### src/rtl/scratch_ram_gen.sv
// Parametrised CPU scratch RAM: one read/write CPU port, one registered read-only monitor port,
// and an optional clear sweep of the whole array after reset.
`timescale 1ns/1ps
module scratch_ram_gen #(
  parameter int unsigned       ADDR_W         = 7,
  parameter int unsigned       DATA_W         = 8,
  parameter int unsigned       READ_LATENCY   = 0,
  parameter int unsigned       CLEAR_ON_RESET = 1,
  parameter logic [DATA_W-1:0] CLEAR_VALUE    = '0
) (
  input  logic              clk,
  input  logic              rst,
  input  logic [ADDR_W-1:0] address,
  input  logic              cs,
  input  logic              rw,
  input  logic [DATA_W-1:0] data_in,
  output logic [DATA_W-1:0] data_out,
  input  logic [ADDR_W-1:0] mon_addr,
  output logic [DATA_W-1:0] mon_data,
  output logic              busy,
  output logic              clear_done
);

  localparam int unsigned       Depth   = 2 ** ADDR_W;
  localparam logic [ADDR_W-1:0] CntOne  = ADDR_W'(1);
  localparam logic [ADDR_W-1:0] CntLast = '1;

  typedef enum logic {StClear, StIdle} state_e;

  localparam state_e StReset = (CLEAR_ON_RESET != 0) ? StClear : StIdle;

  state_e            state_q, state_d;
  logic [ADDR_W-1:0] cnt_q, cnt_d;
  logic [DATA_W-1:0] mon_q;
  logic              clearing;
  logic              we;
  logic [ADDR_W-1:0] waddr;
  logic [DATA_W-1:0] wdata;

  logic [DATA_W-1:0] mem [Depth];

  always_comb begin
    state_d    = state_q;
    cnt_d      = cnt_q;
    clear_done = 1'b0;
    case (state_q)
      StClear: begin
        cnt_d = cnt_q + CntOne;
        if (cnt_q == CntLast) begin
          clear_done = 1'b1;
          state_d    = StIdle;
          cnt_d      = '0;
        end
      end
      StIdle:  state_d = StIdle;
      default: state_d = StIdle;
    endcase
  end

  assign clearing = (state_q == StClear);
  assign busy     = clearing;

  // CPU writes are simply dropped while the sweep owns the write port.
  assign we    = clearing | (cs & ~rw);
  assign waddr = clearing ? cnt_q : address;
  assign wdata = clearing ? CLEAR_VALUE : data_in;

  always_ff @(posedge clk) begin
    if (we) begin
      mem[waddr] <= wdata;
    end
  end

  always_ff @(posedge clk or negedge rst) begin
    if (!rst) begin
      state_q <= StReset;
      cnt_q   <= '0;
      mon_q   <= '0;
    end else begin
      state_q <= state_d;
      cnt_q   <= cnt_d;
      mon_q   <= mem[mon_addr];
    end
  end

  assign mon_data = mon_q;

  if (READ_LATENCY == 0) begin : g_async_read
    assign data_out = clearing ? CLEAR_VALUE : mem[address];
  end else begin : g_sync_read
    logic [DATA_W-1:0] dout_q;

    always_ff @(posedge clk or negedge rst) begin
      if (!rst) begin
        dout_q <= '0;
      end else if (clearing) begin
        dout_q <= CLEAR_VALUE;
      end else if (cs && rw) begin
        dout_q <= mem[address];
      end
    end

    assign data_out = dout_q;
  end

endmodule

### config.mk
export PLATFORM = sky130hd
export DESIGN_NAME = scratch_ram_gen
export DESIGN_NICKNAME = d
export VERILOG_FILES = /design/src/rtl/scratch_ram_gen.sv
export SDC_FILE = /design/constraint.sdc
export NUM_CORES = 1
export LEC_CHECK = 0
export BUFFER_PORTS_ARGS = -buffer_cell sky130_fd_sc_hd__buf_2
export CAP_MARGIN = 20
export CORE_ASPECT_RATIO = 0.7
export CORE_MARGIN = 2
export CORE_UTILIZATION = 45
export CTS_BUF_LIST = sky130_fd_sc_hd__clkbuf_8
export CTS_CLUSTER_SIZE = 10
export DETAILED_ROUTE_END_ITERATION = 10
export GPL_TIMING_DRIVEN = 0
export HOLD_SLACK_MARGIN = 0.1
export SYNTH_ARGS = -nofsm -noshare
export SYNTH_HDL_FRONTEND = slang
export SYNTH_SLANG_ARGS = --single-unit
### constraint.sdc
create_clock -name clk -period 4.4 [get_ports clk]
set_input_delay 0.44 -clock clk [delete_from_list [all_inputs] [get_ports clk]]
set_output_delay 0.44 -clock clk [all_outputs]
set_load 0.01 [all_outputs]
==> results.sh <==
export IMPL_die_height_um=278
export IMPL_crit_family="compound AO/OA/AOI/OAI gates"
export IMPL_synth_top_cell_area_share_pct=63.7
export IMPL_criticalPathCategory="input port to output port"
export IMPL_dp_hpwl_um=138000
export IMPL_synthMuxAreaShare_pct=28.9
export IMPL_max_cap_violations=0
export IMPL_synth_edf_count=1024
export IMPL_p_per_area_nw_per_um2=366
export IMPL_place_ws_ps=-173
export IMPL_grt_usage_pct=35.5
export IMPL_gp_congestion=1.01
export IMPL_cp_cell_sequence="buf_2 -> buf_6 -> buf_4 -> buf_4 -> mux4_2 -> mux2i_1 -> a221oi_1 -> a22oi_1 -> o22ai_1 -> buf_2"
export IMPL_cts_made_buffers=161
export IMPL_finalHoldViolCount=0
export IMPL_synth_ff_type="edfxtp_1"
export IMPL_synth_adder_area_share_pct=0.0259
export IMPL_ioPinCount=44
export IMPL_postRouteAntennaNets=0
export IMPL_async_flop_share_pct=1.54
export IMPL_antenna_found_initial=26
export IMPL_drive_gt1_share_pct=38.5
export IMPL_synth_nets=2335
export IMPL_wire_per_inst_um=47.3
export IMPL_p_seq_share_pct=53.8
export IMPL_violations="setup timing"
export IMPL_worstSetupEndpointType="output port"
export IMPL_nets=2595
export IMPL_rr_startpoint="state_q"
export IMPL_wl_um=195000
export IMPL_worst_skew_pair_late_latency_ps=890
export IMPL_leakagePower_nw=13.8
export IMPL_sw_frac_of_total_pct=24.7
export IMPL_grt_overflow=0
export IMPL_synth_common_cells="edfxtp_1 (1024), mux4_2 (576), nor2_1 (133), mux2i_1 (85), buf_2 (72)"
export IMPL_initialDrtViolationCount=6057
export IMPL_fin_skew_ps=43.7
export IMPL_finalCritPeriodShare_pct=104
export IMPL_htree_num_levels=4
export IMPL_first_global_vias=28900
export IMPL_synth_largest_area_cell="edfxtp_1"
export IMPL_fmax_mhz=219
export IMPL_multi_input_comb_area_um2=16300
export IMPL_vias=30500
export IMPL_combPwrFrac_pct=5.9
export IMPL_ff2ff_setup_slack_ps=190
export IMPL_post_route_min_period_ps=4560
export IMPL_worst_path_buf_inv=5
export IMPL_grt_setup_unrepaired="no"
export IMPL_cp_max_fo=10
export IMPL_cts_root_buffer="clkbuf_8"
export IMPL_placed_area_um2=51000
export IMPL_fillers=8480
export IMPL_port_buffers=31
export IMPL_worst_slew_pin_slew_ps=1300
export IMPL_drt_vias_per_instance=7.40
export IMPL_reg2reg_depth=8
export IMPL_status="finished with violations"
export IMPL_reg2reg_to="mem[63][5]"
export IMPL_drc=0
export IMPL_die_w_um=396
export IMPL_netlist_area_um2=48300
export IMPL_setup_viol=7
export IMPL_synth_compound_area_share_pct=2.53
export IMPL_ys_ff_latch=1040
export IMPL_area_growth_pct=12.5
export IMPL_hold_path_class="input port to async pin"
export IMPL_p_clk_share_pct=40.3
export IMPL_switching_power_w=0.00492
export IMPL_clock_sinks=1040
export IMPL_synthTopCellsByArea="edfxtp_1 (64%), mux4_2 (27%), mux2i_1 (1.8%)"
export IMPL_ir_drop_uv=272
export IMPL_yosysMostFrequentCell="edfxtp_1"
export IMPL_synthSimpleGateAreaFrac_pct=2.06
export IMPL_drv_slew=0
export IMPL_initial_core_util_pct=45.4
export IMPL_startpoint_type="input port"
export IMPL_die_area_um2=110000
export IMPL_final_seq_area_um2=31100
export IMPL_p_int_w=0.0150
export IMPL_path_clk_slew_ps=70
export IMPL_hold_slack_ps=167
export IMPL_max_stage_delay_ps=980
export IMPL_netlist_cell_type_count=39
export IMPL_grt_max_degree=89
export IMPL_worstPathArrival_ps=4120
export IMPL_synth_xor_xnor_area_share_pct=0.0544
export IMPL_tritoncts="yes"
export IMPL_relSlewSlack_pct=13.2
export IMPL_postCtsSetupRepairBufs=0
export IMPL_syn_avg_cell_area_um2=20.9
export IMPL_synth_top_family_by_area="multiplexers"
export IMPL_firstDrtPassIters=6
export IMPL_ys_seq_area_share_pct=64.5
export IMPL_cts_buffer_depth=3
export IMPL_cp_slowest_cell="a221oi_1"
export IMPL_fin_ws_ps=-164
export IMPL_cp_required_ps=3960
export IMPL_core_region_area_um2=106000
export IMPL_rows=100
export IMPL_syn_inst=2308
export IMPL_final_area_um2=54300
export IMPL_ys_warn_count=0
export IMPL_grt_pass1_wl_um=258000
-- how the worst max path moves through the flow --
stage | startpoint | end | slack [ps] | depth (start not counted)
2_1_floorplan | state_q | mem[0][0] | 870 | 5
3_3_place_gp | state_q | mem[96][3] | -2130 | 5
3_5_place_dp | address[0] | data_out[1] | -170 | 10
4_1_cts | address[0] | data_out[3] | 20 | 10
5_1_grt | address[1] | data_out[3] | 20 | 10
6_report | address[1] | data_out[0] | -160 | 10
-- routing by layer --
layer,wire length (µm),up-vias,GRT usage (%)
li1,-,10700,-
met1,72800,16100,49.5
met2,77700,3156,46.1
met3,36300,531,19.6
met4,7960,30,13.1
met5,411,-,0.653
-- logic make-up (layout without fill, tap and decap cells) --
family,Yosys count,count (layout)
flops,1040,1040
mux,674,674
simple gates,230,230
buf+inv,189,571
compound gates,171,171
xor+xnor,3,3
fa+ha+maj,1,1
other cells,0,7
-- state kept, by name, summed over array words and instances (netlist names) --
name and flops:
state_q 1, cnt_q 7, mem 1024, mon_data 8
-- metrics by stage --
stage / cells / total power (W) / utilization (%) / TNS, ps
after CTS: 4098 / 0.0198 / 50.8 / 0
after floorplan: 2308 / 0.0115 / - / 0
after detailed placement: 3812 / 0.0120 / 48.0 / -1890
after global placement: 3767 / 0.0120 / 47.2 / -1979090
after global routing: 4121 / 0.0203 / 51.1 / 0
final: 4125 / 0.0199 / 51.1 / -634
-- area by class of cell --
type,count,area share [%]
Antenna cell,7,0.0322
Buffer,182,1.68
Clock buffer,169,4.28
Clock inverter,116,1.25
Inverter,6,0.0414
Multi-Input combinational cell,1079,30.0
Sequential cell,1040,57.3
Tap cell,1428,3.29
Timing Repair Buffer,98,2.08
-- placed cells by master, fill, tap and decap left out, types with 4 or more instances in the layout --
cell and count:
nand2b_1 4, buf_4 36, inv_1 50, o21ai_1 6, diode_2 7, clkbuf_8 170
nand3_1 15, o22ai_1 40, and2_4 8, nor4_1 8, buf_1 24, nor2_1 133
a221oi_1 55, clkinv_2 26, clkinvlp_4 7, nand3b_1 6, mux2_2 13, a22oi_1 15
clkbuf_2 5, buf_8 25, or3_1 4, bufinv_16 6, o221a_2 6, mux2i_1 78
mux4_2 576, clkinv_1 29, clkbuf_1 53, mux2i_2 7, dfrtp_1 16, buf_2 103
edfxtp_1 1024, buf_6 17, buf_16 12, nand2_1 42, o21ai_0 34
-- repair_timing --
item,in CTS,in global routing
gates resized for setup,6,18
pin swaps,0,0
hold buffers,1,0
hold endpoints to repair,16,0
endpoints found under the setup margin,6,7
-- power by group through the flow --
stage          Combinational (W)  Clock [W]  Sequential [W]
2_1_floorplan           0.000561          0          0.0109
3_3_place_gp             0.00106          0          0.0109
3_5_place_dp             0.00110          0          0.0109
4_1_cts                  0.00111    0.00800          0.0107
5_1_grt                  0.00116    0.00844          0.0107
6_report                 0.00118    0.00801          0.0107
Note: power is estimated with default switching activity, not from simulation.
